$ cat config.mk
export PLATFORM = sky130hd
export DESIGN_NAME = nonce_report_queue_flat
export DESIGN_NICKNAME = d
export VERILOG_FILES = /design/src/rtl/nonce_report_queue_if.sv /design/src/rtl/nonce_report_queue.sv /design/src/flat_wrapper.sv
export SDC_FILE = /design/constraint.sdc
export NUM_CORES = 1
export LEC_CHECK = 0
export ABC_AREA = 0
export BUFFER_PORTS_ARGS = -buffer_cell sky130_fd_sc_hd__buf_2
export CAP_MARGIN = 25
export CORE_MARGIN = 10
export CORE_UTILIZATION = 59
export CTS_BUF_LIST = sky130_fd_sc_hd__clkbuf_8
export CTS_CLUSTER_SIZE = 20
export DETAILED_ROUTE_END_ITERATION = 8
export PLACE_DENSITY = 0.8
export SLEW_MARGIN = 20
export SYNTH_ARGS = -nofsm -noshare
export SYNTH_HDL_FRONTEND = slang
export SYNTH_SLANG_ARGS = --single-unit
$ cat constraint.sdc
create_clock -name clk -period 6.2 [get_ports clk]
set_input_delay 0.93 -clock clk [delete_from_list [all_inputs] [get_ports clk]]
set_output_delay 0.93 -clock clk [all_outputs]
set_load 0.01 [all_outputs]
$ cat src/rtl/nonce_report_queue_if.sv
// nonce_report_queue_if: nonce input and host virtual-wire bus for nonce_report_queue.
//   master : hashing cores / virtual-wire source side (drives nonce_valid, nonce_in, host_ack_tag)
//   slave  : the queue itself (drives the report_* probe outputs)
//   nonce_valid/nonce_in : one-cycle golden-nonce strobe and value
//   host_ack_tag         : tag last consumed by the host
//   report_*             : head entry, fill level, drop count, timestamp
interface nonce_report_queue_if #(
  parameter int unsigned NONCE_WIDTH = 32,
  parameter int unsigned DEPTH_LOG2  = 4,
  parameter int unsigned TAG_WIDTH   = 4
) ();
  logic                   nonce_valid;
  logic [NONCE_WIDTH-1:0] nonce_in;
  logic [TAG_WIDTH-1:0]   host_ack_tag;
  logic                   report_valid;
  logic [NONCE_WIDTH-1:0] report_nonce;
  logic [TAG_WIDTH-1:0]   report_tag;
  logic [DEPTH_LOG2:0]    report_level;
  logic [7:0]             report_overflow;
  logic [31:0]            report_timestamp;

  modport master (
    output nonce_valid, nonce_in, host_ack_tag,
    input  report_valid, report_nonce, report_tag, report_level,
           report_overflow, report_timestamp
  );

  modport slave (
    input  nonce_valid, nonce_in, host_ack_tag,
    output report_valid, report_nonce, report_tag, report_level,
           report_overflow, report_timestamp
  );
endinterface

$ cat src/rtl/nonce_report_queue.sv
// nonce_report_queue: buffers golden nonces and presents them one at a time to the
// host over a JTAG virtual wire; the host pops the head by writing back its tag.
//   clk     : single rising-edge clock
//   reset_n : synchronous active-low reset (flushes the queue)
//   bus     : nonce_report_queue_if.slave (nonce input, host ack, report_* probe)
// Optional: define NONCE_REPORT_TIMESTAMP_EN to capture a free-running cycle count
// per accepted nonce and present it on report_timestamp; otherwise it is tied to 0.
module nonce_report_queue #(
  parameter int unsigned NONCE_WIDTH = 32,
  parameter int unsigned DEPTH_LOG2  = 4,
  parameter int unsigned TAG_WIDTH   = 4
) (
  input logic               clk,
  input logic               reset_n,
  nonce_report_queue_if.slave bus
);
  localparam int unsigned DEPTH = 2 ** DEPTH_LOG2;
  localparam int unsigned PTR_W = DEPTH_LOG2 + 1;

  typedef enum logic [1:0] {IDLE, SHOW, POP} state_e;

  state_e                 state_q;
  logic [NONCE_WIDTH-1:0] mem_q [DEPTH];
  logic [PTR_W-1:0]       wptr_q, rptr_q, wptr_seen_q;
  logic [TAG_WIDTH-1:0]   ack_s1_q, ack_s2_q, tag_q;
  logic                   valid_q;
  logic [NONCE_WIDTH-1:0] nonce_q;
  logic [PTR_W-1:0]       level_q, level_d;
  logic [7:0]             ovf_q, ovf_d;

  logic                   full_c, pop_c, push_c, drop_c, avail_c, ack_hit_c;
  logic [TAG_WIDTH-1:0]   tag_next_c;
  logic [DEPTH_LOG2-1:0]  widx_c, ridx_c;

  // Queue status and handshake decode
  always_comb begin
    widx_c     = wptr_q[DEPTH_LOG2-1:0];
    ridx_c     = rptr_q[DEPTH_LOG2-1:0];
    full_c     = (wptr_q[DEPTH_LOG2] != rptr_q[DEPTH_LOG2]) && (widx_c == ridx_c);
    pop_c      = (state_q == POP);
    // A pop in this cycle frees the slot a full-queue push needs.
    push_c     = bus.nonce_valid && (!full_c || pop_c);
    drop_c     = bus.nonce_valid && !push_c;
    // Reader sees the write pointer one cycle late, so a fresh entry settles first.
    avail_c    = (wptr_seen_q != rptr_q);
    ack_hit_c  = (ack_s1_q == ack_s2_q) && (ack_s2_q == tag_q);
    // Tag 0 is skipped so the host's power-up ack value never matches.
    tag_next_c = (tag_q == {TAG_WIDTH{1'b1}}) ? TAG_WIDTH'(1) : tag_q + TAG_WIDTH'(1);
  end

  // Level and saturating overflow counters
  always_comb begin
    level_d = level_q;
    ovf_d   = ovf_q;
    unique case ({push_c, pop_c})
      2'b10:   level_d = level_q + PTR_W'(1);
      2'b01:   level_d = level_q - PTR_W'(1);
      default: level_d = level_q;
    endcase
    if (drop_c && (ovf_q != 8'hFF)) ovf_d = ovf_q + 8'd1;
  end

`ifdef NONCE_REPORT_TIMESTAMP_EN
  logic [31:0] cycle_q;
  logic [31:0] ts_mem_q [DEPTH];
  logic [31:0] ts_q;
`endif

  // Entry storage; flushing is done through the pointers
  always_ff @(posedge clk) begin
    if (reset_n && push_c) begin
      mem_q[widx_c] <= bus.nonce_in;
`ifdef NONCE_REPORT_TIMESTAMP_EN
      ts_mem_q[widx_c] <= cycle_q;
`endif
    end
  end

  // Pointers, ack synchronizer and presentation FSM
  always_ff @(posedge clk) begin
    if (!reset_n) begin
      state_q     <= IDLE;
      wptr_q      <= '0;
      rptr_q      <= '0;
      wptr_seen_q <= '0;
      ack_s1_q    <= '0;
      ack_s2_q    <= '0;
      tag_q       <= TAG_WIDTH'(1);
      valid_q     <= 1'b0;
      nonce_q     <= '0;
      level_q     <= '0;
      ovf_q       <= '0;
`ifdef NONCE_REPORT_TIMESTAMP_EN
      cycle_q     <= '0;
      ts_q        <= '0;
`endif
    end else begin
      ack_s1_q    <= bus.host_ack_tag;
      ack_s2_q    <= ack_s1_q;
      wptr_seen_q <= wptr_q;
      level_q     <= level_d;
      ovf_q       <= ovf_d;
`ifdef NONCE_REPORT_TIMESTAMP_EN
      cycle_q     <= cycle_q + 32'd1;
`endif
      if (push_c) wptr_q <= wptr_q + PTR_W'(1);
      unique case (state_q)
        IDLE: begin
          if (avail_c) begin
            nonce_q <= mem_q[ridx_c];
`ifdef NONCE_REPORT_TIMESTAMP_EN
            ts_q    <= ts_mem_q[ridx_c];
`endif
            valid_q <= 1'b1;
            state_q <= SHOW;
          end
        end
        SHOW: begin
          if (ack_hit_c) state_q <= POP;
        end
        POP: begin
          rptr_q  <= rptr_q + PTR_W'(1);
          tag_q   <= tag_next_c;
          valid_q <= 1'b0;
          state_q <= IDLE;
        end
        default: state_q <= IDLE;
      endcase
    end
  end

  assign bus.report_valid    = valid_q;
  assign bus.report_nonce    = nonce_q;
  assign bus.report_tag      = tag_q;
  assign bus.report_level    = level_q;
  assign bus.report_overflow = ovf_q;
`ifdef NONCE_REPORT_TIMESTAMP_EN
  assign bus.report_timestamp = ts_q;
`else
  assign bus.report_timestamp = 32'd0;
`endif
endmodule

$ cat src/flat_wrapper.sv
// flat-port wrapper written by rule: the top's interface ports become plain ports
module nonce_report_queue_flat 
#(
  parameter int unsigned NONCE_WIDTH = 32,
  parameter int unsigned DEPTH_LOG2  = 4,
  parameter int unsigned TAG_WIDTH   = 4
)
  (clk, reset_n, bus_nonce_valid, bus_nonce_in, bus_host_ack_tag, bus_report_valid, bus_report_nonce, bus_report_tag, bus_report_level, bus_report_overflow, bus_report_timestamp);
  nonce_report_queue_if #(.NONCE_WIDTH(NONCE_WIDTH), .DEPTH_LOG2(DEPTH_LOG2), .TAG_WIDTH(TAG_WIDTH)) bus_i ();
  input logic clk;
  input logic reset_n;
  input wire logic [$bits(bus_i.nonce_valid)-1:0] bus_nonce_valid;
  input wire logic [$bits(bus_i.nonce_in)-1:0] bus_nonce_in;
  input wire logic [$bits(bus_i.host_ack_tag)-1:0] bus_host_ack_tag;
  output wire logic [$bits(bus_i.report_valid)-1:0] bus_report_valid;
  output wire logic [$bits(bus_i.report_nonce)-1:0] bus_report_nonce;
  output wire logic [$bits(bus_i.report_tag)-1:0] bus_report_tag;
  output wire logic [$bits(bus_i.report_level)-1:0] bus_report_level;
  output wire logic [$bits(bus_i.report_overflow)-1:0] bus_report_overflow;
  output wire logic [$bits(bus_i.report_timestamp)-1:0] bus_report_timestamp;
  assign bus_i.nonce_valid = bus_nonce_valid;
  assign bus_i.nonce_in = bus_nonce_in;
  assign bus_i.host_ack_tag = bus_host_ack_tag;
  assign bus_report_valid = bus_i.report_valid;
  assign bus_report_nonce = bus_i.report_nonce;
  assign bus_report_tag = bus_i.report_tag;
  assign bus_report_level = bus_i.report_level;
  assign bus_report_overflow = bus_i.report_overflow;
  assign bus_report_timestamp = bus_i.report_timestamp;
  nonce_report_queue #(.NONCE_WIDTH(NONCE_WIDTH), .DEPTH_LOG2(DEPTH_LOG2), .TAG_WIDTH(TAG_WIDTH)) u_core (.clk(clk), .reset_n(reset_n), .bus(bus_i));
endmodule
# After elaboration in Yosys (flattened, before gate mapping)
# Memory sizes are Yosys's and may differ from the RTL's. A register that Yosys moved wholly into a read port is not among the register bits.
# Cells that the tools add are included.
[totals]
mem_bits_rw = 512
n_memories = 1
reg_bits = 43
wordCells = 55
out_inout_bits = 82
inputBits = 39
[mem_list]
columns = ["memory", "words", "width", "rd", "rd_clocked_by_memory_dff", "wr", "line", "rtl"]
rows = [
  ["u_core.mem_q", 16, 32, 1, 1, 1, "nonce_report_queue.sv:23", "logic [NONCE_WIDTH-1:0] mem_q [DEPTH];"],
]
[classes]
reduce_logical = 16
eq_ne = 13
addsub = 6
mux = 9
[op_table]
columns = ["cell", "n"]
rows = [
  ["$add A5 B1 Y5 const B", 3],
  ["$eq A4 B4 Y1", 3],
  ["$pmux W5 S2", 1],
  ["$add A8 B1 Y8 const B", 1],
  ["$ne A8 B8 Y1 const B", 1],
  ["$logic_and A1 B1 Y1", 6],
  ["$reduce_and A2 Y1", 3],
  ["$ne A5 B5 Y1", 1],
  ["$sub A5 B1 Y5 const B", 1],
  ["$add A4 B1 Y4 const B", 1],
  ["$eq A2 B1 Y1 const B", 2],
  ["$eq A2 B2 Y1 const B", 2],
  ["$eq A4 B4 Y1 const B", 1],
  ["$mux W2", 2],
  ["$mux W4", 1],
  ["$ne A2 B1 Y1 const B", 2],
  ["$pmux W2 S2", 1],
  ["$reduce_bool A2 Y1", 2],
  ["$logic_not A1 Y1", 3],
  ["$mux W1", 3],
  ["$logic_not A2 Y1", 1],
  ["$pmux W1 S2", 1],
  ["$logic_or A1 B1 Y1", 1],
  ["$ne A1 B1 Y1", 1],
]

# Longest topological paths before layout
# Gate-level depths: netlist of the first run.
[logic_depth]
depth_word = 8
mapped_depth = 8
ltp_nobuf = 8

# Least setup slack after synthesis of the first run
# No wires, ideal clock.
[synth_path]
path_type = "input to register"
start = "input bus_nonce_valid"
end = "memory u_core.mem_q[7][0] (enable)"
slack_ps = 1277
path_stages = 4
setup_time_ps = 501
required_ps = 5699
t_arrival_ps = 4422
path_cell_list = "o31ai_1 > buf_4 > buf_4 > nor4_1"
[synth_via]
elab_chain_len = 4
[synth_lines]
columns = ["item", "line", "rtl"]
rows = [
  ["start: declaration", "flat_wrapper.sv:12", "input wire logic [$bits(bus_i.nonce_valid)-1:0] bus_nonce_valid;"],
  ["$logic_and A1 B1 Y1", "nonce_report_queue.sv:42", "push_c = bus.nonce_valid && (!full_c || pop_c);"],
  ["$logic_and A1 B1 Y1", "nonce_report_queue.sv:71", "if (reset_n && push_c) begin"],
  ["$mux W1", "nonce_report_queue.sv:71", ""],
  ["$mux W1 (not written as such)", "nonce_report_queue.sv:72", "mem_q[widx_c] <= bus.nonce_in;"],
  ["end: declaration", "nonce_report_queue.sv:23", ""],
]
# No other way between the ends.

# Final worst setup path of the first run
[layout_path]
start = "register u_core.rptr_q[1]"
end = "memory u_core.mem_q[6][15] (enable)"
[layout_via]
elab_chain_len = 8
[layout_lines]
columns = ["item", "line", "rtl"]
rows = [
  ["start: declaration", "nonce_report_queue.sv:24", "logic [PTR_W-1:0] wptr_q, rptr_q, wptr_seen_q;"],
  ["start signal: assignment", "nonce_report_queue.sv:122", "rptr_q <= rptr_q + PTR_W'(1);"],
  ["$eq A4 B4 Y1", "nonce_report_queue.sv:39", "full_c = (wptr_q[DEPTH_LOG2] != rptr_q[DEPTH_LOG2]) && (widx_c == ridx_c);"],
  ["$logic_and A1 B1 Y1", "nonce_report_queue.sv:39", ""],
  ["$logic_not A1 Y1", "nonce_report_queue.sv:42", ""],
  ["$logic_or A1 B1 Y1", "nonce_report_queue.sv:42", ""],
  ["$logic_and A1 B1 Y1", "nonce_report_queue.sv:42", ""],
  ["$logic_and A1 B1 Y1", "nonce_report_queue.sv:71", ""],
  ["$mux W1", "nonce_report_queue.sv:71", ""],
  ["$mux W1 (not written as such)", "nonce_report_queue.sv:72", ""],
]
# No other way between the ends.

==> qor.csv, run 1 <==
stage,metric,value,unit
finish,n_diodes,0,
place,DP Area,23400,um2
drt,first-pass iteration count of the detailed router,5,
worst_setup_path,Critical Path Start Type,flop,
clock_tree,cts bufs inserted,88,
clock_tree,Worst-path clk slew,0.06,ns
die,core box area,37700,um2
global_routing,largest net degree at the start of global routing,68,
finish,fillers,2439,
clock_tree,CTS tree,done,
synth,Synth Instances,1139,
finish,Reg area,16900,um2
synth,"Distinct cells, synth",44,
synth,Post-synth EDFFs,512,
die,die area,46300,um2
power_and_ir_drop,PwrDens,295,nW/um2
finish,layout cells sized above 1,27.8,%
sta,maximum clock frequency,0.302,GHz
drt,post-DR vias/cell,6.09,
global_routing,gr usage total,20.1,%
clock_tree,clock latency at the later pin of the worst-skew pair,0.64,ns
worst_setup_path,WP data arrival,3.63,ns
synth,"Top FF cell, synth",edfxtp_1,
sta,worst hold margin,0.469,ns
synth,synth top area cells,"edfxtp_1 (68%), mux4_2 (13%), dfxtp_1 (6.7%)",
sta,Slew Limit Fails,0,
power_and_ir_drop,Tot Pwr,7410,uW
sta,setup TNS,0,ns
finish,fin nets,1330,
clock_tree,CTS H-tree depth,3,
place,dpl hpwl,26.5,mm
clock_tree,Max Root-Sink Buffers,3,
synth,Avg Inst Size Synth,19.8,um2
worst_setup_path,max incr delay on CP,1.03,ns
sta,crit share post-route,53.4,%
sta,RSZ-0062 raised after global routing,no,
die,io pins,121,
finish,Layout area overhead,11.7,%
worst_setup_path,crit path cell chain,xnor2_1 -> nand2_1 -> o31ai_2 -> buf_4 -> nor3_1 -> and2_2 -> buf_16,
clock_tree,cts repair resizes,0,
drt,final wirelength,46.5,mm
global_routing,GRT met1 Usage,27.1,%
power_and_ir_drop,Peak VDD IR,207,uV
worst_setup_path,critical path type,reg -> reg,
synth,"Seq/Total Area, Yosys",75.0,%
global_routing,antenna violations before repair,0,
drt,total number of vias,11347,
worst_setup_path,reg2reg path depth,7,
synth,Netlist Area Pre-Place,22500,um2
flow_run,MaxCap Viol Count,0,
outcome,outcome,finished clean,
place,IO buf count,88,
drt,DR iter-0 viols,1309,
finish,design area,25100,um2
global_routing,most used routing layer,met2,
sta,final setup fails,0,
drt,wire per inst,25.0,um
power_and_ir_drop,leakage,0.00837,uW
hold_path,worst min-delay path class,reg -> reg,
worst_setup_path,worst-path fanout max,67,
finish,multi-input logic area,5190,um2
worst_setup_path,Worst path slowest cell,dfxtp_4,
hold_path,hold depth,2,
die,Rows,71,
sta,Rel. slew slack,28.5,%
clock_tree,CTS root buf,clkbuf_8,
clock_tree,CTS Hold Bufs,0,
synth,"flops & latches, synth",587,
die,Starting Density,59.7,%
place,RePlAce Congestion,0.742,
sta,Layout Skew,0.0202,ns
global_routing,vias in the first global route,11836,
synth,"area leader, netlist",edfxtp_1,
synth,Synth async-reset ratio,0,%
sta,final hold viol count,0,
worst_setup_path,endpoint class of the critical path,flop,
worst_setup_path,Crit path required time,6.52,ns
synth,Yosys top cell area share,68.3,%
drt,Post-route DRC,0,
drt,DRT antenna net count,0,
global_routing,GRT met3 Usage,4.66,%
sta,worst slew pin tran,1.07,ns
clock_tree,Post-CTS Setup Bufs,0,
global_routing,met2 GRT Util,32.0,%
global_routing,gr ovfl total,0,
synth,YS warnings,0,
global_routing,global-route wire length before repair,71.6,mm
die,DIE HEIGHT,215,um
die,Die W,215,um
clock_tree,Sink Count,587,
sta,Final min period,3.31,ns
[worst max-delay path: cells and delay by family (launching register included)]
| kind | cells | cell delay [ns] |
|---|---|---|
| compound gates | 1 | 0.10 |
| xor+xnor | 1 | 0.16 |
| buf+inv | 2 | 0.50 |
| simple gates | 3 | 1.18 |
| flops | 1 | 1.03 |
[through the flow]
step                      utilization (%)  worst slack (ns)  cells
after global placement               61.9              2.89   1693
after CTS                            66.3              2.77   1856
after detailed placement             62.1              2.79   1695
final                                66.7              2.89   1862
after floorplan                         -              1.28   1170
after global routing                 66.7              2.69   1862
[power breakdown]
| group | internal [uW] | switching [uW] | leakage, uW | total [uW] |
|---|---|---|---|---|
| Clock | 1440 | 1400 | 0.000942 | 2840 |
| Sequential | 4340 | 22.7 | 0.00522 | 4360 |
| Combinational | 66.5 | 142 | 0.00220 | 208 |
| Total | 5840 | 1570 | 0.00837 | 7410 |
[cell usage after synthesis (all sizes together), types with 12 or more instances]
cell type and instances:
nand2 60, mux4 128, dfxtp 75, xnor2 12, nor2 18, buf 69
a22oi 62, and2 16, clkbuf 26, a21oi 13, nor3 15, a22o 31
edfxtp 512
[placed cells by master, fill, tap and decap left out, types with 8 or more instances in the layout]
master,Yosys,layout
a21oi_1,13,13
a22o_1,31,31
a22oi_1,62,62
and2_1,16,11
buf_2,14,88
buf_4,39,19
clkbuf_8,0,94
clkinv_1,0,20
conb_1,1,32
dfxtp_1,75,73
edfxtp_1,512,512
ha_1,10,10
inv_1,9,45
mux4_2,128,128
nand2_1,60,60
nand3_1,8,8
nor2_1,18,16
nor3_1,14,10
xnor2_1,12,12
xor2_1,9,9
[flip-flops by register name, indices dropped and copies added (netlist names)]
name,cells
u_core.ack_s1_q,4
u_core.ack_s2_q,4
u_core.bus.report_level,5
u_core.bus.report_nonce,32
u_core.bus.report_overflow,8
u_core.bus.report_tag,4
u_core.bus.report_valid,1
u_core.mem_q,512
u_core.rptr_q,5
u_core.state_q,2
u_core.wptr_q,5
u_core.wptr_seen_q,5
[path summary, 6_finish.rpt]
kind	start	endpoint	slack [ns]
worst min register to register	u_core.bus.report_level[4]$_SDFFE_PN0P_	u_core.bus.report_level[4]$_SDFFE_PN0P_	0.47
worst max register to register	u_core.rptr_q[1]$_SDFFE_PN0N_	u_core.mem_q[6][15]$_DFFE_PP_	2.89
worst max-delay path	u_core.rptr_q[1]$_SDFFE_PN0N_	u_core.mem_q[6][15]$_DFFE_PP_	2.89
worst min-delay path	u_core.bus.report_level[4]$_SDFFE_PN0P_	u_core.bus.report_level[4]$_SDFFE_PN0P_	0.47
[cell type report]
type / count / area share (%)
clock buffers: 94 / 5.15
clock inverters: 67 / 1.20
inverters: 9 / 0.134
multi-input cells: 479 / 20.7
flip-flops and latches: 587 / 67.2
well taps: 511 / 2.54
repair buffers: 115 / 3.14
[layer usage]
layer,wire (um),up-vias
met5,0,-
met4,1140,0
met3,3920,91
met2,23000,550
met1,18500,5846
li1,-,4860
[logic make-up (layout without fill, tap and decap cells)]
kind of cell / Yosys count / in the layout / share of synthesized area (%)
and+or+nand+nor: 154 / 154 / 3.33
DFF: 587 / 587 / 75.0
AOI/OAI and AO/OA: 125 / 125 / 4.15
muxes: 136 / 136 / 13.2
other: 1 / 32 / 0.0167
buffers and inverters: 104 / 285 / 2.86
adders and majority gates: 11 / 11 / 0.645
xor gates and xnor gates: 21 / 21 / 0.818
(Power assumes the default switching activity.)
==> run 2: changes to the inputs <==
- clock period: 6.2 -> 3.1 ns (I/O delays scaled with it)
==> run 2 against run 1 <==
  * Via count is 1.0% lower
  * Worst hold slack worse by 0.41 ns
  * Non-clock buffer count is 4 higher
  * Total power is 99% higher
  * Critical endpoint is now u_core.mem_q[5][12]$_DFFE_PP_
  * Register-to-register slack worse by 2.5 ns
  * Sequential cell count stayed put
==> qor.csv, run 2 (synthesis results as in run 1) <==
stage,metric,value,unit,change
drt,DRT antenna net count,0,,unchanged
power_and_ir_drop,PwrDens,587,nW/um2,+99%
worst_setup_path,Crit path required time,3.34,ns,-3.18 ns
sta,RSZ-0062 raised after global routing,no,,
worst_setup_path,worst-path fanout max,32,,-52%
global_routing,gr ovfl total,0,,unchanged
clock_tree,Post-CTS Setup Bufs,0,,unchanged
place,DP Area,23600,um2,+0.80%
finish,Largest Register,u_core.mem_q,,
clock_tree,cts repair resizes,0,,unchanged
drt,wire per inst,23.8,um,-4.7%
clock_tree,clock latency at the later pin of the worst-skew pair,0.63,ns,about the same
finish,Largest register FFs,512,,unchanged
global_routing,gr usage total,19.4,%,-0.75 points
finish,layout cells sized above 1,27.7,%,-0.090 points
power_and_ir_drop,Peak VDD IR,405,uV,+95%
clock_tree,Max Root-Sink Buffers,3,,unchanged
clock_tree,Sink Count,587,,unchanged
global_routing,largest net degree at the start of global routing,105,,+54%
clock_tree,CTS Hold Bufs,0,,unchanged
clock_tree,Worst-path clk slew,0.06,ns,about the same
die,Rows,71,,unchanged
drt,DR iter-0 viols,1096,,-16%
drt,final wirelength,44.5,mm,-4.3%
finish,highest-count cells in the layout ignoring fill and taps,"edfxtp_1 (512), mux4_2 (128), clkbuf_8 (95), buf_2 (88), dfxtp_1 (73)",,
global_routing,antenna violations before repair,0,,unchanged
worst_setup_path,WP data arrival,2.92,ns,-0.71 ns
sta,worst hold margin,0.0592,ns,-0.410 ns
finish,n_diodes,0,,unchanged
sta,Final min period,2.67,ns,-0.636 ns
worst_setup_path,crit path cell chain,xnor2_1 -> nand3_1 -> o31ai_4 -> nor3_1 -> and2_2,,
finish,design area,25200,um2,+0.19%
drt,Post-route DRC,0,,unchanged
clock_tree,CTS root buf,clkbuf_8,,
outcome,outcome,finished clean,,
sta,final setup fails,0,,unchanged
die,core box area,37700,um2,unchanged
worst_setup_path,reg2reg path depth,5,,-2
worst_setup_path,endpoint class of the critical path,flop,,
place,RePlAce Congestion,0.746,,+0.59%
worst_setup_path,worst flop-to-flop path endpoint,u_core.mem_q[5][12]$_DFFE_PP_,,
die,DIE HEIGHT,215,um,unchanged
place,pre-CTS setup slack,0.434,ns,-2.36 ns
place,dpl hpwl,25.7,mm,-3.0%
drt,post-DR vias/cell,6.01,,-1.4%
drt,first-pass iteration count of the detailed router,6,,+1
place,IO buf count,88,,unchanged
worst_setup_path,critical path type,reg -> reg,,
sta,final hold viol count,0,,unchanged
clock_tree,CTS tree,done,,
sta,worst slew pin tran,0.970,ns,-0.102 ns
global_routing,vias in the first global route,11773,,-0.53%
sta,maximum clock frequency,0.374,GHz,+24%
global_routing,global-route wire length before repair,69.9,mm,-2.4%
finish,fillers,2376,,-2.6%
worst_setup_path,Worst setup startpoint,u_core.rptr_q[3]$_SDFFE_PN0N_,,
die,io pins,121,,unchanged
sta,crit share post-route,86.2,%,+33 points
worst_setup_path,CP endpoint,u_core.mem_q[5][12]$_DFFE_PP_,,
sta,Rel. slew slack,35.3,%,+6.8 points
sta,Slew Limit Fails,0,,unchanged
worst_setup_path,reg2reg setup slack,0.43,ns,-2.46 ns
drt,total number of vias,11232,,-1.0%
sta,final worst setup slack,0.428,ns,-2.46 ns
die,Starting Density,59.7,%,unchanged
worst_setup_path,Critical Path Start Type,flop,,
power_and_ir_drop,leakage,0.00837,uW,about the same
flow_run,MaxCap Viol Count,0,,unchanged
finish,fin nets,1335,,+0.38%
finish,"commonest non-fill, non-tap cell in the layout",edfxtp_1,,
clock_tree,CTS H-tree depth,3,,unchanged
die,Die W,215,um,unchanged
worst_setup_path,RR Startpoint,u_core.rptr_q[3]$_SDFFE_PN0N_,,
finish,Layout area overhead,11.9,%,
worst_setup_path,Worst path slowest cell,and2_2,,
sta,Layout Skew,0.0265,ns,+0.00624 ns
hold_path,worst min-delay path class,in -> reg,,
worst_setup_path,max incr delay on CP,0.85,ns,-0.18 ns
die,die area,46300,um2,unchanged
clock_tree,cts bufs inserted,89,,+1.1%
-- run 2: worst min-delay path by stage --
stage	endpoint	from	cells after the start	slack [ns]
after global placement	u_core.bus.report_valid$_SDFFE_PN0P_	u_core.bus.report_valid$_SDFFE_PN0P_	2	0.44
after CTS	u_core.ack_s1_q[3]$_SDFF_PN0_	bus_host_ack_tag[3]	2	0.03
after detailed placement	u_core.bus.report_valid$_SDFFE_PN0P_	u_core.bus.report_valid$_SDFFE_PN0P_	2	0.45
after floorplan	u_core.ack_s2_q[0]$_SDFF_PN0_	u_core.ack_s1_q[0]$_SDFF_PN0_	1	0.45
final	u_core.ack_s1_q[3]$_SDFF_PN0_	bus_host_ack_tag[3]	2	0.06
after global routing	u_core.ack_s1_q[0]$_SDFF_PN0_	bus_host_ack_tag[0]	2	0.03
-- run 2: per-stage QoR --
stage	cells	utilization [%]	total power, uW	TNS [ns]
2_1_floorplan	1170	-	9110	-137.88
3_3_place_gp	1705	62.6	9270	0
3_5_place_dp	1705	62.6	9300	0
4_1_cts	1870	66.9	14900	0
5_1_grt	1870	66.9	15300	0
6_report	1870	66.9	14800	0
-- run 2: cell type report --
class / count / area, um2 / share of cell area [%]
clock inverter: 70 / 299 / 1.19
inverter: 9 / 33.8 / 0.134
tap: 511 / 639 / 2.54
clock buffer: 95 / 1310 / 5.19
multi-input combinational: 479 / 5240 / 20.8
sequential: 587 / 16900 / 67.1
timing repair buffer: 119 / 773 / 3.07
-- run 2: report_power, final --
part | total (uW) | switching [uW] | internal [uW]
Clock | 5640 | 2800 | 2840
Sequential | 8710 | 40.0 | 8670
Combinational | 422 | 287 | 135
Total | 14800 | 3130 | 11600
-- run 2: layer usage --
metal | wire length (um) | share of wire (%) | vias up | global-route usage, %
met5 | 0 | 0 | - | 0
met4 | 696 | 1.6 | 0 | 5.26
met3 | 3250 | 7.3 | 70 | 4.54
met2 | 22700 | 51 | 456 | 31.9
met1 | 17900 | 40 | 5828 | 25.7
li1 | - | - | 4878 | -
-- run 2: worst max-delay path: cells and delay by family (launching register included) --
family / cells / cell delay, ns
compound gates: 1 / 0.11
xor+xnor: 1 / 0.12
simple gates: 3 / 1.40
flops: 1 / 0.65
